--- src/rtl/pmt_scan_pkg.sv ---
// Shared definitions for the PMT scan arbiter: state encoding, requester
// indices, command/select bit positions and small selection helpers.
package pmt_scan_pkg;

    localparam int UNIT_MS_DEF = 100000;

    typedef enum logic [1:0] {
        ST_IDLE = 2'd0,
        ST_OWN  = 2'd1,
        ST_GAP  = 2'd2
    } state_t;

    localparam logic [1:0] REQ_REAL = 2'd0;
    localparam logic [1:0] REQ_TIME = 2'd1;
    localparam logic [1:0] REQ_CAL  = 2'd2;

    localparam int CMD_START_BIT = 0;
    localparam int CMD_TEST_BIT  = 1;
    localparam int SEL_ACC_BIT   = 3;

    // Fixed priority: real scan beats timed test beats calibration.
    function automatic logic [1:0] prio_pick(input logic [2:0] elig);
        if (elig[REQ_REAL])
            return REQ_REAL;
        else if (elig[REQ_TIME])
            return REQ_TIME;
        else
            return REQ_CAL;
    endfunction

    function automatic logic [3:0] sel_strobe(input logic acc, input logic [2:0] sel);
        logic [3:0] s;
        s[2:0]        = sel;
        s[SEL_ACC_BIT] = acc & (|sel);
        return s;
    endfunction

endpackage

--- src/rtl/ms_tick_gen.sv ---
// Millisecond tick source: down-counter reloaded from UNIT_MS-1, one-cycle
// tick at terminal count while enabled, held at reload value while disabled.
module ms_tick_gen #(
    parameter int UNIT_MS = 100000
) (
    input  logic clk_i,
    input  logic rst_i,
    input  logic en_i,
    output logic tick_o
);
    localparam int CW = (UNIT_MS > 1) ? $clog2(UNIT_MS) : 1;
    localparam logic [CW-1:0] RELOAD = CW'(UNIT_MS - 1);

    logic [CW-1:0] r_cnt;

    always_ff @(posedge clk_i or posedge rst_i) begin
        if (rst_i)
            r_cnt <= '0;
        else if (!en_i || r_cnt == '0)
            r_cnt <= RELOAD;
        else
            r_cnt <= r_cnt - 1'b1;
    end

    assign tick_o = en_i && (r_cnt == '0);

endmodule

--- src/rtl/pmt_scan_arb.sv ---
// Non-preemptive fixed-priority arbiter handing the PMT scan command path to
// one of three requesters, with ms ownership timeout and post-release guard gap.
module pmt_scan_arb
    import pmt_scan_pkg::*;
#(
    parameter real TCQ     = 0.1,
    parameter int  UNIT_MS = UNIT_MS_DEF,
    parameter int  GAP_CYC = 16
) (
    input  logic        clk_i,
    input  logic        rst_i,
    input  logic        acc_job_control_i,
    input  logic [2:0]  req_i,
    input  logic [8:0]  req_sel_i,
    input  logic [11:0] req_cmd_i,
    input  logic [31:0] hold_ms_i,
    output logic [2:0]  grant_o,
    output logic        busy_o,
    output logic        timeout_o,
    output logic [3:0]  pmt_scan_cmd_sel_o,
    output logic [3:0]  pmt_scan_cmd_o
);
    localparam int GAP_W = (GAP_CYC > 1) ? $clog2(GAP_CYC) : 1;
    localparam logic [GAP_W-1:0] GAP_LOAD = GAP_W'(GAP_CYC - 1);

    // Logic is zero-delay; TCQ only matters to behavioural models sharing this parameter list.
    if (TCQ < 0.0) begin : g_tcq_negative
    end

    // IDLE: sample requests | OWN: owner drives cmd, ms timer runs | GAP: guard delay
    state_t             r_state;
    state_t             w_state_nxt;
    logic [2:0]         r_lockout;
    logic [3:0]         r_sel_lat;
    logic [31:0]        r_hold;
    logic [31:0]        r_ms_cnt;
    logic [GAP_W-1:0]   r_gap_cnt;

    logic [2:0]         w_elig;
    logic [1:0]         w_pick;
    logic [2:0]         w_pick_sel;
    logic [3:0]         w_pick_cmd;
    logic               w_own_req;
    logic               w_own_st;
    logic               w_timeout_hit;
    logic               w_tick;
    logic               w_grant_ev;
    logic               w_rel_ev;
    logic               w_to_ev;

    logic [2:0]         w_grant_nxt;
    logic [3:0]         w_sel_nxt;
    logic [3:0]         w_cmd_nxt;
    logic               w_busy_nxt;
    logic               w_to_nxt;

    assign w_elig        = req_i & ~r_lockout;
    assign w_pick        = prio_pick(w_elig);
    assign w_own_req     = |(req_i & grant_o);
    assign w_own_st      = (r_state == ST_OWN);
    assign w_timeout_hit = (r_hold != '0) && (r_ms_cnt == r_hold);

    always_comb begin
        w_pick_sel = req_sel_i[2:0];
        w_pick_cmd = req_cmd_i[3:0];
        case (w_pick)
            REQ_TIME: begin
                w_pick_sel = req_sel_i[5:3];
                w_pick_cmd = req_cmd_i[7:4];
            end
            REQ_CAL: begin
                w_pick_sel = req_sel_i[8:6];
                w_pick_cmd = req_cmd_i[11:8];
            end
            default: begin
                w_pick_sel = req_sel_i[2:0];
                w_pick_cmd = req_cmd_i[3:0];
            end
        endcase
    end

    ms_tick_gen #(.UNIT_MS(UNIT_MS)) u_ms_tick (
        .clk_i  (clk_i),
        .rst_i  (rst_i),
        .en_i   (w_own_st),
        .tick_o (w_tick)
    );

    always_ff @(posedge clk_i or posedge rst_i) begin
        if (rst_i)
            r_state <= ST_IDLE;
        else
            r_state <= w_state_nxt;
    end

    // A dropped request on the timeout edge wins: it is a plain release.
    always_comb begin
        w_state_nxt = r_state;
        w_grant_ev  = 1'b0;
        w_rel_ev    = 1'b0;
        w_to_ev     = 1'b0;
        case (r_state)
            ST_IDLE: begin
                if (|w_elig) begin
                    w_grant_ev  = 1'b1;
                    w_state_nxt = ST_OWN;
                end
            end
            ST_OWN: begin
                if (!w_own_req) begin
                    w_rel_ev    = 1'b1;
                    w_state_nxt = ST_GAP;
                end else if (w_timeout_hit) begin
                    w_to_ev     = 1'b1;
                    w_state_nxt = ST_GAP;
                end
            end
            ST_GAP: begin
                if (r_gap_cnt == '0)
                    w_state_nxt = ST_IDLE;
            end
            default: w_state_nxt = ST_IDLE;
        endcase
    end

    always_comb begin
        w_grant_nxt = grant_o;
        w_sel_nxt   = 4'd0;
        w_cmd_nxt   = pmt_scan_cmd_o;
        w_to_nxt    = 1'b0;
        w_busy_nxt  = (w_state_nxt != ST_IDLE);
        if (w_grant_ev) begin
            w_grant_nxt = 3'b001 << w_pick;
            w_sel_nxt   = sel_strobe(acc_job_control_i, w_pick_sel);
            w_cmd_nxt   = w_pick_cmd;
        end else if (w_rel_ev || w_to_ev) begin
            w_grant_nxt = 3'd0;
            w_sel_nxt   = r_sel_lat;
            w_cmd_nxt   = 4'd0;
            w_to_nxt    = w_to_ev;
        end
    end

    always_ff @(posedge clk_i or posedge rst_i) begin
        if (rst_i) begin
            grant_o            <= '0;
            busy_o             <= 1'b0;
            timeout_o          <= 1'b0;
            pmt_scan_cmd_sel_o <= '0;
            pmt_scan_cmd_o     <= '0;
        end else begin
            grant_o            <= w_grant_nxt;
            busy_o             <= w_busy_nxt;
            timeout_o          <= w_to_nxt;
            pmt_scan_cmd_sel_o <= w_sel_nxt;
            pmt_scan_cmd_o     <= w_cmd_nxt;
        end
    end

    always_ff @(posedge clk_i or posedge rst_i) begin
        if (rst_i) begin
            r_lockout <= '0;
            r_sel_lat <= '0;
            r_hold    <= '0;
            r_ms_cnt  <= '0;
            r_gap_cnt <= '0;
        end else begin
            r_lockout <= (r_lockout | ({3{w_to_ev}} & grant_o)) & req_i;
            if (w_grant_ev) begin
                r_sel_lat <= sel_strobe(acc_job_control_i, w_pick_sel);
                r_hold    <= hold_ms_i;
            end
            if (w_state_nxt != ST_OWN || w_grant_ev)
                r_ms_cnt <= '0;
            else if (w_tick && r_ms_cnt != 32'hFFFF_FFFF)
                r_ms_cnt <= r_ms_cnt + 32'd1;
            if (w_rel_ev || w_to_ev)
                r_gap_cnt <= GAP_LOAD;
            else if (r_state == ST_GAP && r_gap_cnt != '0)
                r_gap_cnt <= r_gap_cnt - 1'b1;
        end
    end

endmodule

--- config.mk ---
export PLATFORM = sky130hd
export DESIGN_NAME = pmt_scan_arb
export DESIGN_NICKNAME = d
export VERILOG_FILES = /design/src/rtl/pmt_scan_pkg.sv /design/src/rtl/ms_tick_gen.sv /design/src/rtl/pmt_scan_arb.sv
export SDC_FILE = /design/constraint.sdc
export NUM_CORES = 1
export LEC_CHECK = 0
export CAP_MARGIN = 20
export CORE_MARGIN = 2
export CORE_UTILIZATION = 40
export DETAILED_ROUTE_END_ITERATION = 8
export GPL_ROUTABILITY_DRIVEN = 0
export HOLD_SLACK_MARGIN = 0.03
export MAX_ROUTING_LAYER = met4
export PLACE_DENSITY = 0.73
export SYNTH_ARGS = -nofsm -noshare
export SYNTH_HDL_FRONTEND = slang
export SYNTH_SLANG_ARGS = --single-unit
--- constraint.sdc ---
create_clock -name clk_i -period 5.35 [get_ports clk_i]
set_clock_uncertainty 0.1 [all_clocks]
set_input_delay 1.3375 -clock clk_i [delete_from_list [all_inputs] [get_ports clk_i]]
set_output_delay 1.3375 -clock clk_i [all_outputs]
set_load 0.005 [all_outputs]
# [Word level (Yosys, flattened, before mapping)]
# Index checks and enable logic that the tools add are counted.
[classes] add_sub_neg=3 mul=0 div_mod_pow=0 order_cmp=0 n_eq_ne=7 shift=1 n_mux=29 n_bitwise=7 n_reduce_logical=20
[op_table] operator="$mux 32" count=2
[op_table] operator="$add 32x1->32 const B" count=1
[op_table] operator="$eq 32x32->1" count=1
[op_table] operator="$ne 32x32->1 const B" count=1
[op_table] operator="$reduce_bool 32->1" count=1
[op_table] operator="$mux 4" count=6
[op_table] operator="$logic_not 17->1" count=1
[op_table] operator="$mux 17" count=1
[op_table] operator="$sub 17x1->17 const B" count=1
[op_table] operator="$and 3x3->3" count=4
[op_table] operator="$mux 2" count=6
[op_table] operator="$mux 1" count=9
[op_table] operator="$reduce_or 3->1" count=3
[op_table] operator="$pmux 4 s2" count=1
[op_table] operator="$reduce_bool 2->1" count=4
[op_table] operator="$mux 3" count=2
[op_table] operator="$pmux 2 s3" count=1
[op_table] operator="$pmux 3 s2" count=1
[op_table] operator="$eq 2x1->1 const B" count=2
[op_table] operator="$eq 2x2->1 const B" count=2
[op_table] operator="$logic_and 1x1->1" count=4
[op_table] operator="$logic_not 4->1" count=1
[op_table] operator="$reduce_bool 4->1" count=1
[op_table] operator="$sub 4x1->4 const B" count=1
[op_table] operator="8 further kinds" count=10
[totals] reg_bits=107 latch_bits=0 ram_bits=0 rom_bits=0 input_bits=59 n_memories=0

# [Depth between registers and ports, before layout]
# Gate-level depths: netlist of the first run.
[depth] depth_word=9 ltp_mapped=9

# [By module]
# A second synthesis of the first run with hierarchy kept.
[unflattened] hier_cells=625 area_unflattened_um2=5744.3
[by_module_without_submodules] mod="pmt_scan_arb" n_inst=1 cells_each=538 area_per_inst_um2=4869.7 seq_area_each_um2=2252.2
[by_module_without_submodules] mod="ms_tick_gen" n_inst=1 cells_each=87 area_per_inst_um2=874.6 seq_area_each_um2=425.4

# [Worst setup path after synthesis of the first run]
# OpenSTA, ideal clock, no wires.
[synth_path] path_type="input to register" start="input req_i[1]" end="register pmt_scan_cmd_sel_o[3]" setup_time_ps=145 arrival_ps=2741 setup_slack_ps=2364 path_stages=6 n_path_buf=1 cell_sequence="nor2b_1 buf_1 mux2i_1 o21ai_0 o311ai_0 o31ai_1"
[synth_via] elab_chain_len=8 word_cells_on_any_way=20 classes_between="eq/ne: 2; mux: 11; bitwise: 3; reduce/logical: 4"
[synth_rtl] element="from (decl)" line="pmt_scan_arb.sv:13" text="input logic [2:0] req_i,"
[synth_rtl] element="$and 3x3->3" line="pmt_scan_arb.sv:57" text="assign w_elig = req_i & ~r_lockout;"
[synth_rtl] element="$mux 2" line="pmt_scan_pkg.sv:25" text="else if (elig[REQ_TIME])"
[synth_rtl] element="$mux 2" line="pmt_scan_pkg.sv:23" text="if (elig[REQ_REAL])"
[synth_rtl] element="$eq 2x2->1 or $eq 2x1->1 (tied branches)" line="pmt_scan_arb.sv:66" text="case (w_pick)"
[synth_rtl] element="$pmux 3 s2" line="pmt_scan_arb.sv:66"
[synth_rtl] element="$reduce_or 3->1" line="pmt_scan_pkg.sv:34" text="s[SEL_ACC_BIT] = acc & (|sel);"
[synth_rtl] element="$and 1x1->1" line="pmt_scan_pkg.sv:34"
[synth_rtl] element="$mux 4 *" line="pmt_scan_arb.sv:132" text="if (w_grant_ev) begin"
[synth_rtl] element="named net w_sel_nxt[3]" line="pmt_scan_arb.sv:52" text="logic [3:0] w_sel_nxt;"
[synth_rtl] element="to (signal assigned)" line="pmt_scan_arb.sv:155" text="pmt_scan_cmd_sel_o <= w_sel_nxt;"
[synth_rtl] element="to (decl)" line="pmt_scan_arb.sv:20" text="output logic [3:0] pmt_scan_cmd_sel_o,"
# Mark *: on every way through the listed nets, which the timed path passes. The rest lies on a longest branch.
# A chain may end at the register's enable or synchronous reset.

# [Worst setup path in the final report of the first run]
[layout_path] start="input req_i[0]" end="register pmt_scan_cmd_sel_o[3]"
[layout_via] elab_chain_len=7 word_cells_on_any_way=19 classes_between="eq/ne: 2; mux: 10; bitwise: 3; reduce/logical: 4"
[layout_rtl] element="$and 3x3->3 (on tied branches)" line="pmt_scan_arb.sv:57, pmt_scan_arb.sv:59"
[layout_rtl] element="$mux 2 or $reduce_or 3->1 (tied branches)" line="pmt_scan_pkg.sv:23, pmt_scan_arb.sv:59"
[layout_rtl] element="$eq 2x2->1 (tied with other cells)" line="pmt_scan_arb.sv:66"
[layout_rtl] element="$pmux 3 s2 or $mux 1 (tied branches)" line="pmt_scan_arb.sv:66, pmt_scan_arb.sv:102"
[layout_rtl] element="$reduce_or 3->1 or $logic_or 1x1->1 (tied branches)" line="pmt_scan_pkg.sv:34, pmt_scan_arb.sv:136"
[layout_rtl] element="$and 1x1->1 or $mux 4 (tied branches)" line="pmt_scan_pkg.sv:34, pmt_scan_arb.sv:136"
[layout_rtl] element="$mux 4 *" line="pmt_scan_arb.sv:132"
[layout_rtl] element="named net w_sel_nxt[3]" line="pmt_scan_arb.sv:52"
# Marks and branches as above.

==> results.md, run 1 <==
* # clock sinks at 107
* Chip Width at 124 um
* CP arrival at 3570 ps
* Run status: finished clean
* Switch Pwr at 1.07 mW
* YS warnings at 0
* Syn Inst Count at 630
* # fillers at 1328
* Synth Register Bits at 107
* Post-synthesis sequential area ratio at 46.1%
* Initial antenna violation count at 0
* Design area at 6980 um^2
* Rows at 44
* CP Launch Type: primary input
* EDFF count, synth at 0
* Number of diodes at 0
* Vias in the first global route at 5182
* TritonRoute pass-1 iters at 5
* FF+latch area at 2680 um^2
* Final cell utilization of the core at 48.6%
* Worst-Margin Slew at 753 ps
* Reg power frac at 43.9%
* Net Sw Frac at 38.4%
* Fin Hold WS at 359 ps
* Routed vias/inst at 5.91
* Die ar. at 15500 um^2
* Post-CTS Setup Bufs at 0
* Synth area leader: dfrtp_1
* Layout area overhead at 20.2%
* Clk buf depth at 2
* Grt peak-use layer: met2
* Final hold vios at 0
* Layout Nets at 749
* Min Tclk post-route at 3410 ps
* Reg clk slew, reported paths at 80 ps
* Fin. max-slew vios at 0
* Top_reg_cell synth: dfrtp_1
* Grt met2 use at 34.2%
* RSZ-0062 raised after global routing: no
* Largest net degree at the start of global routing at 43
* Critical path endpoint category: flip-flop
* Port Buffer Count at 71
* Met1 usage at 29.0%
* Commonest non-fill, non-tap cells in the layout: nand2_1, dfrtp_1, clkdlybuf4s50_1
* Leakage at 2.85 nW
* Num CTS Buffers at 9
* HP Class: reg -> reg
* GRT overflow at 0
* CP required at 5510 ps
* Wire per inst at 18.1 um
* # resized after CTS at 0
* HPWL after DPL at 11.3 mm
* H-tree Lvls at 3
* First-pass GRT wire length at 27.0 mm
* Critical path class: in -> reg
* Total Routed Length at 15.8 mm
* Maximum VDD drop at 222 uV
* Hold Buf Count CTS at 0
* Die Y at 124 um
* FMAX at 293 MHz
* Comb power frac at 33.1%
* Distinct cells, synth at 54
* MaxCap Viol Count at 0
* Synth top area share at 46.1%
* Share of layout cells above drive strength 1 at 5.92%
* Global router's overall resource usage at 21.7%
* Area after DPL at 6660 um^2
* Final setup viols at 0
* Residual DRC count at 0
* Syn avg cell area at 9.22 um^2
* Worst slew margin at 49.4%
* Core Area at 14400 um^2
* Clock power frac at 23.0%
* Most common cell after layout, fill and taps aside: nand2_1
* Internal power at 1.72 mW
* Vias at 5180
* DR iter-0 viols at 450
* Area taken by multi-input logic gates at 2940 um^2
* Mapped Nets at 692
* Ys async rst share at 100%
* CTS tree: done
* Final ANT Viol Nets at 0
* Post-route setup TNS at 0 ps
* Root Driver: clkbuf_16
* Starting Density at 40.4%
* Power Density at 400 nW/um^2
* GRT met3 Usage at 3.31%
* Mapped cell area at 5810 um^2
* I/O Pins at 72
* Worst-Skew Late Latency at 350 ps
* Crit-path max FO at 27
* Cells taking the most area after synthesis: dfrtp_1, nand2_1, xor2_1, a211oi_1, o31ai_1
* Fin crit share at 63.7%
-- critical path, cell delays in order --
cell and delay [ps]:
clkdlybuf4s50_1 520, nor2b_1 530, o31a_1 460, buf_4 360, o311ai_0 240, o31ai_1 110
-- logic make-up after synthesis --
logic type                 after synthesis  share of synthesized area (%)
and+or+nand+nor                        311                           27.6
buffers and inverters                   43                           3.43
xor gates and xnor gates                48                           7.24
AOI/OAI and AO/OA                      110                           13.6
adders and majority gates                3                          0.646
DFF                                    107                           46.1
muxes                                    8                           1.38
-- power by group through the flow --
stage	Sequential (mW)	Clock, mW	Combinational [mW]
6_report	1.23	0.642	0.927
4_1_cts	1.22	0.652	0.897
3_3_place_gp	1.22	0	0.850
2_1_floorplan	1.16	0	0.590
5_1_grt	1.25	0.679	1.04
3_5_place_dp	1.23	0	0.888
-- routing by layer --
metal | vias to the layer above | routed length (um) | share of wire (%)
met5 | - | 0 | 0
met4 | 0 | 340 | 2.1
met3 | 32 | 747 | 4.7
met2 | 170 | 7710 | 49
met1 | 2575 | 7050 | 44
li1 | 2403 | - | -
-- cell usage after synthesis (all sizes together), types with 7 or more instances --
library cell and number:
nand2 144, a211oi 35, xnor2 9, xor2 39
nand4 18, mux2i 8, or4 30, nor3 9
inv 7, clkbuf 23, o31ai 33, nor2 29
nand3 23, nor4 22, dfrtp 107, o21ai 17
buf 13
-- through the flow --
stage / setup slack, ps / instances / power (mW)
global placement: 1430 / 857 / 2.07
finish: 1940 / 876 / 2.80
floorplan: 1100 / 630 / 1.75
detailed placement: 1310 / 858 / 2.12
CTS: 1690 / 874 / 2.77
global route: 1730 / 876 / 2.97
-- path summary, 6_finish.rpt --
path                                     from                     to  slack [ps]  cells after the start
max                                  req_i[0]  pmt_scan_cmd_sel_o[3]        1940                      6
min                        u_ms_tick.r_cnt[0]     u_ms_tick.r_cnt[0]         360                      1
max reg2reg                       r_ms_cnt[0]           r_ms_cnt[10]        2450                      7
min reg2reg                u_ms_tick.r_cnt[0]     u_ms_tick.r_cnt[0]         360                      1
max in group asynchronous               rst_i           r_ms_cnt[17]        3060                      3
min in group asynchronous               rst_i           r_sel_lat[0]        1220                      2
-- flip-flops by register name, summed over array words and instances (netlist names) --
signal,flops
r_hold,32
r_ms_cnt,32
u_ms_tick.r_cnt,17
pmt_scan_cmd_o,4
pmt_scan_cmd_sel_o,4
r_gap_cnt,4
r_sel_lat,4
grant_o,3
r_lockout,3
r_state,2
busy_o,1
timeout_o,1
-- layout make-up --
class / instances / share of cell area, %
sequential: 107 / 38.4
clock inverter: 6 / 0.717
multi-input combinational: 480 / 42.2
clock buffer: 10 / 3.28
timing repair buffer: 82 / 11.8
inverter: 7 / 0.412
tap: 184 / 3.30
Note: power is estimated with default switching activity, not from simulation.
==> run 2: changes to the inputs <==
==> constraint.sdc (replaced) <==
create_clock -name clk_i -period 3.2 [get_ports clk_i]
set_clock_uncertainty 0.1 [all_clocks]
set_input_delay 0.8 -clock clk_i [delete_from_list [all_inputs] [get_ports clk_i]]
set_output_delay 0.8 -clock clk_i [all_outputs]
set_load 0.005 [all_outputs]
==> run 2 against run 1 <==
Net effect:
- combinational power is 70% higher
- core utilization grew 0.23 points
- first-iteration DRC count rose by 38%
- sequential share of layout area fell by 0.18 points
- worst hold slack better by 18 ps
- clock power increased by 67%
- final area grew 0.47%
- register-to-register slack worse by 2100 ps
- die area unchanged
- clock-buffer cell count up 1
- non-clock buffer count rose by 6
==> results.md, run 2 (same netlist as run 1, synthesis figures left out) <==
* FF-to-FF setup slack at 370 ps (was 2450 ps)
* Power Density at 669 nW/um^2 (was 400 nW/um^2)
* Global router's overall resource usage at 20.8% (was 21.7%)
* Area taken by multi-input logic gates at 2940 um^2 (unchanged)
* TritonRoute pass-1 iters at 5 (unchanged)
* Most common cell after layout, fill and taps aside: nand2_1 (unchanged)
* Clk buf depth at 2 (unchanged)
* Fin crit share at 88.5%
* FF+latch area at 2680 um^2 (unchanged)
* Clock power frac at 22.8% (was 23.0%)
* CP Launch Type: flip-flop (was primary input)
* Net Sw Frac at 37.9% (was 38.4%)
* Initial antenna violation count at 0 (unchanged)
* Worst-Skew Late Latency at 350 ps (about the same)
* Final hold vios at 0 (unchanged)
* # resized after CTS at 0 (unchanged)
* Final setup viols at 0 (unchanged)
* Design area at 7010 um^2 (was 6980 um^2)
* FMAX at 353 MHz
* Reg power frac at 43.5% (was 43.9%)
* Core Area at 14400 um^2 (unchanged)
* DR iter-0 viols at 622 (was 450)
* H-tree Lvls at 3 (unchanged)
* Comb power frac at 33.7% (was 33.1%)
* Commonest non-fill, non-tap cells in the layout: nand2_1, dfrtp_1, clkdlybuf4s50_1 (unchanged)
* Wire per inst at 17.4 um (was 18.1 um)
* Starting Density at 40.4% (unchanged)
* Layout Nets at 755 (was 749)
* Worst slew margin at 56.4% (was 49.4%)
* # clock sinks at 107 (unchanged)
* Residual DRC count at 0 (unchanged)
* I/O Pins at 72 (unchanged)
* Final ANT Viol Nets at 0 (unchanged)
* CTS tree: done (unchanged)
* Run status: finished clean (unchanged)
* Port Buffer Count at 71 (unchanged)
* Die Y at 124 um (unchanged)
* First-pass GRT wire length at 25.8 mm (was 27.0 mm)
* Area after DPL at 6730 um^2 (was 6660 um^2)
* Post-route setup TNS at 0 ps (unchanged)
* Routed vias/inst at 5.86 (was 5.91)
* CP arrival at 2980 ps (was 3570 ps)
* Hold Buf Count CTS at 0 (unchanged)
* Critical path class: reg -> reg (was in -> reg)
* Vias in the first global route at 5102 (was 5182)
* Rows at 44 (unchanged)
* Internal power at 2.92 mW (was 1.72 mW)
* Switch Pwr at 1.78 mW (was 1.07 mW)
* Die ar. at 15500 um^2 (unchanged)
* MaxCap Viol Count at 0 (unchanged)
* Leakage at 2.86 nW (was 2.85 nW)
* Maximum VDD drop at 518 uV (was 222 uV)
* Reg clk slew, reported paths at 70 ps (was 80 ps)
* GRT overflow at 0 (unchanged)
* Crit-path max FO at 28 (was 27)
* Min Tclk post-route at 2830 ps
* RSZ-0062 raised after global routing: no (unchanged)
* Post-CTS Setup Bufs at 0 (unchanged)
* Biggest regs: r_hold (32), r_ms_cnt (32), u_ms_tick.r_cnt (17) (unchanged)
* HPWL after DPL at 11.2 mm (was 11.3 mm)
* Total Routed Length at 15.4 mm (was 15.8 mm)
* Fin. max-slew vios at 0 (unchanged)
* Critical path endpoint category: flip-flop (unchanged)
* HP Class: reg -> reg (unchanged)
* Chip Width at 124 um (unchanged)
* Largest net degree at the start of global routing at 37 (was 43)
* Vias at 5169 (was 5180)
* Number of diodes at 0 (unchanged)
* Share of layout cells above drive strength 1 at 6.73% (was 5.92%)
* CP required at 3350 ps (was 5510 ps)
* Worst-Margin Slew at 647 ps (was 753 ps)
* # fillers at 1293 (was 1328)
* Root Driver: clkbuf_16 (unchanged)
* Num CTS Buffers at 9 (unchanged)
* Layout area overhead at 20.8% (was 20.2%)
[run 2: cell types whose count changed in the layout (fill, tap and decap cells not counted), sizes merged]
cell,delta
buf,+6
clkinvlp,+2
inv,-2
clkbuf,+1
clkinv,-1
[run 2: worst paths after layout]
check,end,depth (start not counted),startpoint
hold / removal,u_ms_tick.r_cnt[0],1,u_ms_tick.r_cnt[0]
min in group asynchronous,r_lockout[0],2,rst_i
max in group asynchronous,r_ms_cnt[2],3,rst_i
setup reg to reg,r_ms_cnt[12],7,u_ms_tick.r_cnt[0]
hold reg to reg,u_ms_tick.r_cnt[0],1,u_ms_tick.r_cnt[0]
setup / recovery,r_ms_cnt[12],7,u_ms_tick.r_cnt[0]
[run 2: layout make-up]
type                    count  share of cell area, %
repair buffers             88                   12.1
clock buffers              11                   3.46
flip-flops and latches    107                   38.2
inverters                   7                  0.428
multi-input cells         480                   42.0
well taps                 184                   3.28
clock inverters             5                  0.535
[run 2: power by group through the flow]
stage	sequential (mW)	clock (mW)	combinational (mW)
finish	2.04	1.07	1.58
global route	2.08	1.14	1.77
CTS	2.03	1.08	1.58
detailed placement	2.05	0	1.57
global placement	2.04	0	1.52
floorplan	1.94	0	0.986
[run 2: metrics by stage]
step	util (%)	power [mW]	setup slack [ps]	hold slack [ps]	std cells
floorplan	-	2.93	752	329	630
global placement	46.9	3.56	301	341	866
detailed placement	46.9	3.62	167	368	866
CTS	48.8	4.70	380	375	882
global route	48.8	4.99	108	388	882
finish	48.8	4.69	369	377	882
[run 2: per-layer routing]
metal  part of all wire [%]  global-route usage, %
met1                     45                   27.7
met2                     48                   32.9
met3                    5.8                   4.08
met4                    1.4                   4.69
met5                      0                      -
[run 2: worst max-delay path, cell delays in order (launching register included)]
cell and delay (ps):
dfrtp_1 400, inv_1 70, ha_1 170, nor3b_2 340, and4_1 410, nand2_2 330
or4_1 600, a211oi_1 280
==> run 3: changes to the inputs <==
--- a/config.mk
+++ b/config.mk
@@ -13,6 +13,7 @@
 export HOLD_SLACK_MARGIN = 0.03
 export MAX_ROUTING_LAYER = met4
 export PLACE_DENSITY = 0.73
+export SKIP_CTS_REPAIR_TIMING = 1
 export SYNTH_ARGS = -nofsm -noshare
 export SYNTH_HDL_FRONTEND = slang
 export SYNTH_SLANG_ARGS = --single-unit
==> results of run 3 <==
Same layout as run 2: the final DEF is identical, and so are final timing and power.
==> edit 1 (settings of run 3) <==
Make the reset (`rst_i`) synchronous in 4 clocked blocks.
--- a/src/rtl/ms_tick_gen.sv
+++ b/src/rtl/ms_tick_gen.sv
@@ -13,7 +13,7 @@
 
     logic [CW-1:0] r_cnt;
 
-    always_ff @(posedge clk_i or posedge rst_i) begin
+    always_ff @(posedge clk_i) begin
         if (rst_i)
             r_cnt <= '0;
         else if (!en_i || r_cnt == '0)
--- a/src/rtl/pmt_scan_arb.sv
+++ b/src/rtl/pmt_scan_arb.sv
@@ -86,7 +86,7 @@
         .tick_o (w_tick)
     );
 
-    always_ff @(posedge clk_i or posedge rst_i) begin
+    always_ff @(posedge clk_i) begin
         if (rst_i)
             r_state <= ST_IDLE;
         else
@@ -141,7 +141,7 @@
         end
     end
 
-    always_ff @(posedge clk_i or posedge rst_i) begin
+    always_ff @(posedge clk_i) begin
         if (rst_i) begin
             grant_o            <= '0;
             busy_o             <= 1'b0;
@@ -157,7 +157,7 @@
         end
     end
 
-    always_ff @(posedge clk_i or posedge rst_i) begin
+    always_ff @(posedge clk_i) begin
         if (rst_i) begin
             r_lockout <= '0;
             r_sel_lat <= '0;
Behaviour: differs if rst_i is asserted again (counterexample within 4 cycles, from zero or initial values and one cycle with rst_i high); with rst_i held inactive, the same outputs for 10 cycles.
==> edit 1 against run 3 <==
  * Wire length shrank 20%
  * Final area shrank 11%
  * Die area shrank 13%
  * Critical endpoint is now pmt_scan_cmd_o[3]
  * Sequential cell count is the same
  * Core utilization grew 1.4 points
  * Critical path depth is the same
  * Via count shrank 12%
  * Hold slack lost 19 ps
  * Area after synthesis shrank 13%
  * Maximum frequency grew 6.6%
  * Worst setup slack gained 180 ps
Power is not compared: it rests on default switching activity, and its combinational part moved more than twofold at a synthesized area within 25%.
==> edit 1: results (changes against run 3) <==
** Drt
- Detail-routed via count per cell :: 5.40 (-7.9%)
- The count of vias placed by the detailed router was 4,549 (-12%).
- The post-detailed-routing wire length was 12.3 mm (-20%).
- The first-pass iteration count of the detailed router came to 5 (unchanged).
- Initial DRC count :: 241 (-61%)

** Global routing
- The initial antenna violation count came to 0 (unchanged).
- Global-route wire length before repair :: 19.8 mm (-23%)
- Pin count of the biggest net entering global routing :: 41 (+11%)
- The total track usage came to 18.8% (-1.9 points).
- The number of global-route vias before repair came to 4,283 (-16%).

** Place
- The half-perimeter wire length after placement was 9.13 mm (-19%).
- The cell area after placement came to 0.00594 mm^2 (-12%).
- The number of cells after detailed placement came to 828 (-4.4%).
- Pre-CTS setup slack :: 215 ps (+48.2 ps)
- The number of I/O port buffers was 71 (unchanged).

** Yosys
- Share of synthesized flip-flops with an asynchronous set or reset :: 0% (-100 points)
- YS warnings :: 0 (unchanged)
- Primary FF master, synth :: sky130_fd_sc_hd__dfxtp_1
- Synth Net Count :: 667 (-3.6%)
- Synth cell count leaders :: 107 x sky130_fd_sc_hd__dfxtp_1, 91 x sky130_fd_sc_hd__nand2_1, 56 x sky130_fd_sc_hd__a21oi_1
- The mean instance size in the synthesized netlist came to 8.35 um^2 (-9.4%).
- The share of synthesized area occupied by flip-flops and latches is 42.4% (-3.7 points).
- The number of distinct library cell variants in the gate-level netlist after synthesis came to 47 (-13%).
- After synthesis, the cell types taking the most area are sky130_fd_sc_hd__dfxtp_1 42%, sky130_fd_sc_hd__xor2_1 9.2%, sky130_fd_sc_hd__nand2_1 6.8%.

** CTS
- Master cell of the clock root buffer :: sky130_fd_sc_hd__clkbuf_16
- The clock edge transition at the registers on the reported setup and hold paths came to 70 ps (about the same).
- The buffer depth of the longest clock path came to 2 (unchanged).
- Num CTS Buffers :: 9 (unchanged)
- The number of H-tree levels was 3 (unchanged).
- Clock insertion delay at the later pin of the skew report :: 340 ps

** Status
- The run finished with clean final reports.

** Final layout
- Filler cells :: 1,124 (-13%)
- The final-stage net count was 729 (-3.4%).
- In the final layout, the registers with the most flip-flops are r_hold x32, r_ms_cnt x32, u_ms_tick.r_cnt x17.
- Share of post-route cells with drive strength above 1 :: 5.37% (-1.4 points)
- Diode count :: 0 (unchanged)

** Worst setup path
- CP Max Fanout :: 22 (-21%)
- The critical path arrival is 2760 ps (-220 ps).

** Hold path
- Class of the tightest hold or removal check :: flip-flop to flip-flop

** Pwr
- The worst-case IR drop observed on VDD is 255 uV.
- The analysis attributes to cell leakage a power of between 2 and 2.5 nW.

** Timing
- Tightest slew margin relative to the limit :: 40.8% (-16 points)
-- edit 1: metal layers --
layer / up-vias / wire [um] / track usage, %
met5: - / 0 / -
met2: 188 / 5960 / 32.1
met1: 2091 / 5220 / 22.1
met4: 0 / 345 / 7.78
li1: 2237 / - / -
met3: 33 / 724 / 3.01
-- edit 1: layout make-up --
class                   count  area [um^2]  share of cell area, %
multi-input cells         462         2770                   44.3
flip-flops and latches    107         2140                   34.2
repair buffers             82          788                   12.6
clock buffers              10          239                   3.82
well taps                 172          215                   3.44
clock inverters             5         85.1                   1.36
inverters                   5         18.8                  0.300
-- edit 1: logic make-up (layout without fill, tap and decap cells) --
family	Yosys count	after routing	synth area share (%)
DFF	107	107	42.4
buffers and inverters	36	102	2.82
xor gates and xnor gates	79	79	13.7
and+or+nand+nor	284	284	28.8
AOI/OAI and AO/OA	88	88	10.0
muxes	8	8	1.58
adders and majority gates	3	3	0.743
-- edit 1: final timing paths --
check	startpoint	to	slack, ps	cells past startpoint
setup / recovery	req_i[1]	pmt_scan_cmd_o[3]	540	7
hold / removal	r_sel_lat[0]	r_sel_lat[0]	360	2
setup reg to reg	u_ms_tick.r_cnt[4]	r_ms_cnt[22]	590	6
hold reg to reg	r_sel_lat[0]	r_sel_lat[0]	360	2
-- edit 1: through the flow --
step	power, mW	util (%)
floorplan	1.90	-
global placement	2.11	47.6
detailed placement	2.13	47.6
CTS	3.31	50.2
global route	3.42	50.2
finish	3.28	50.2
-- edit 1: critical path, cell delays in order --
cell and delay [ps]:
sky130_fd_sc_hd__clkdlybuf4s50_1 510, sky130_fd_sc_hd__nor2b_1 290, sky130_fd_sc_hd__nor3_1 110, sky130_fd_sc_hd__or3_1 380, sky130_fd_sc_hd__buf_4 240, sky130_fd_sc_hd__a311oi_1 320, sky130_fd_sc_hd__o22ai_1 110
-- edit 1: where the power goes --
group / leakage, nW / internal (mW) / switching, mW
Combinational: 1.29 / 0.267 / 0.304
Sequential: 0.876 / 1.43 / 0.0984
Clock: 0.155 / 0.706 / 0.473
Total: 2.32 / 2.40 / 0.875
==> edit 2 (flow settings as in run 3) <==
Without the edit above. `GAP_CYC`: 16 -> 8.
--- a/src/rtl/pmt_scan_arb.sv
+++ b/src/rtl/pmt_scan_arb.sv
@@ -5,7 +5,7 @@
 #(
     parameter real TCQ     = 0.1,
     parameter int  UNIT_MS = UNIT_MS_DEF,
-    parameter int  GAP_CYC = 16
+    parameter int  GAP_CYC = 8
 ) (
     input  logic        clk_i,
     input  logic        rst_i,
Behaviour: same outputs for any inputs over 10 cycles, from zero or initial values and one cycle with rst_i high; that may be too few to reach the edited logic, so the function may still have changed.
==> edit 2 against run 3 <==
  * Area after synthesis fell by 2.0%
  * Via count fell by 1.9%
  * Worst setup slack improved by 23 ps
  * Largest power group unchanged
  * Count of clock-buffer cells in the layout fell by 1
  * Global-route usage rose by 0.39 points
  * Power rose by 1.0%
  * Critical path depth fell by 2
  * Sequential cell count fell by 1
  * Final area fell by 1.0%
  * Wire length fell by 1.5%
  * Maximum frequency rose by 0.81%
==> edit 2: results (changes against run 3) <==
** Status
- Run status :: complete, no violations

** Global routing
- The pin count of the biggest net entering global routing came to 107 (+190%).
- The number of global-route vias before repair was 5,023 (-1.5%).
- The initial antenna violation count was 0 (unchanged).
- Global-route wire length before repair :: 24.8 mm (-4.1%)
- The total track usage came to 21.1% (+0.39 points).

** Drt
- Detail-routed via count per cell :: 5.82 (-0.70%)
- Routed Antenna Nets :: 0 (unchanged)
- DR pass1 iterations :: 7 (+2)
- Initial DRC count :: 415 (-33%)
- The post-detailed-routing wire length is 15.1 mm (-1.5%).

** Final layout
- Number of non-filler instances in the completed layout :: 871 (-1.2%)
- Registers with the highest flip-flop counts :: r_hold x32, r_ms_cnt x32, u_ms_tick.r_cnt x17
- Diode count :: 0 (unchanged)
- The fraction of final layout cells with drive strength greater than 1 was 5.64% (-1.1 points).
- The final-stage net count came to 749 (-0.79%).

** Yosys
- Number of cells produced by synthesis :: 622 (-1.3%)
- Primary FF master, synth :: sky130_fd_sc_hd__dfrtp_1
- Largest cells by area after synthesis :: sky130_fd_sc_hd__dfrtp_1 47%, sky130_fd_sc_hd__nand2_1 8.4%, sky130_fd_sc_hd__xor2_1 5.5%
- The share of synthesized area occupied by flip-flops and latches is 46.6% (+0.48 points).
- The synthesized netlist net count is 685 (-1.0%).
- The total of warnings raised by yosys is 0 (unchanged).
- Synth cell count leaders :: 127 x sky130_fd_sc_hd__nand2_1, 106 x sky130_fd_sc_hd__dfrtp_1, 36 x sky130_fd_sc_hd__xor2_1
- Synth unique cells :: 46 (-15%)
- The share of the synthesized area in the top cell type is 46.6% (+0.48 points).

** CTS
- Max clock buf depth :: 2 (unchanged)
- Clock-pin slew of the registers on the worst-case setup and hold paths :: 70 ps (about the same)
- Count of H-tree levels built during CTS :: 3 (unchanged)
- Clock insertion delay at the later pin of the skew report :: 350 ps (about the same)

** Hold path
- The worst hold path belongs to the class flip-flop to flip-flop.
- Hold Startpoint :: r_sel_lat[0]

** Place
- Final HPWL DP :: 10.6 mm (-5.4%)
- The placement-stage worst setup slack came to 247 ps (+79.9 ps).
- The cell area after placement was 0.00665 mm^2 (-1.3%).
- The number of cells after detailed placement is 855 (-1.3%).

** Worst setup path
- CP Max Fanout :: 36 (+29%)
- The maximum cell stage delay along the critical path came to 600 ps (about the same).
- The critical path arrival is 2960 ps (-20 ps).
- Worst setup path start :: u_ms_tick.r_cnt[9]
- For this design, the slowest cell found on the critical path is sky130_fd_sc_hd__or4_4.
- Startpoint of the worst register-to-register path :: u_ms_tick.r_cnt[9]

** Timing
- The worst max-slew margin expressed relative to the limit came to 28.8% (-28 points).

** Pwr
- The peak supply drop was 334 uV (-36%).
- The leakage power was 2.94 nW (+2.7%).
[edit 2: per-layer routing]
metal	share of wire (%)	global-route usage [%]
met2	50	34.2
met1	43	27.4
met3	4.8	4.11
met4	1.4	5.26
met5	0	-
[edit 2: report_power, final]
part | switching (mW) | internal, mW
Clock | 0.520 | 0.609
Combinational | 0.927 | 0.693
Sequential | 0.314 | 1.68
Total | 1.76 | 2.98
[edit 2: kinds of logic after synthesis]
kind of cell             Yosys count  share of synthesized area (%)
XOR/XNOR                          48                           7.38
multiplexers                       6                           1.05
buffers and inverters             45                           3.19
adder cells (fa/ha/maj)            4                          0.879
AND/OR/NAND/NOR                  305                           27.2
flip-flops                       106                           46.6
AO/OA/AOI/OAI                    108                           13.7
[edit 2: area by class of cell]
| type | count | area (um^2) |
|---|---|---|
| clock buffer | 10 | 229 |
| clock inverter | 6 | 66.3 |
| fill | 1279 | 6940 |
| inverter | 10 | 41.3 |
| multi-input combinational | 471 | 2880 |
| sequential | 106 | 2650 |
| tap | 180 | 225 |
| timing repair buffer | 88 | 851 |
[edit 2: path summary, 6_finish.rpt]
kind	endpoint	slack (ps)	cells past startpoint
max	r_ms_cnt[5]	390	5
max reg2reg	r_ms_cnt[5]	390	5
min	r_sel_lat[0]	380	1
min in group asynchronous	u_ms_tick.r_cnt[1]	850	3
max in group asynchronous	r_hold[21]	1720	3
min reg2reg	r_sel_lat[0]	380	1
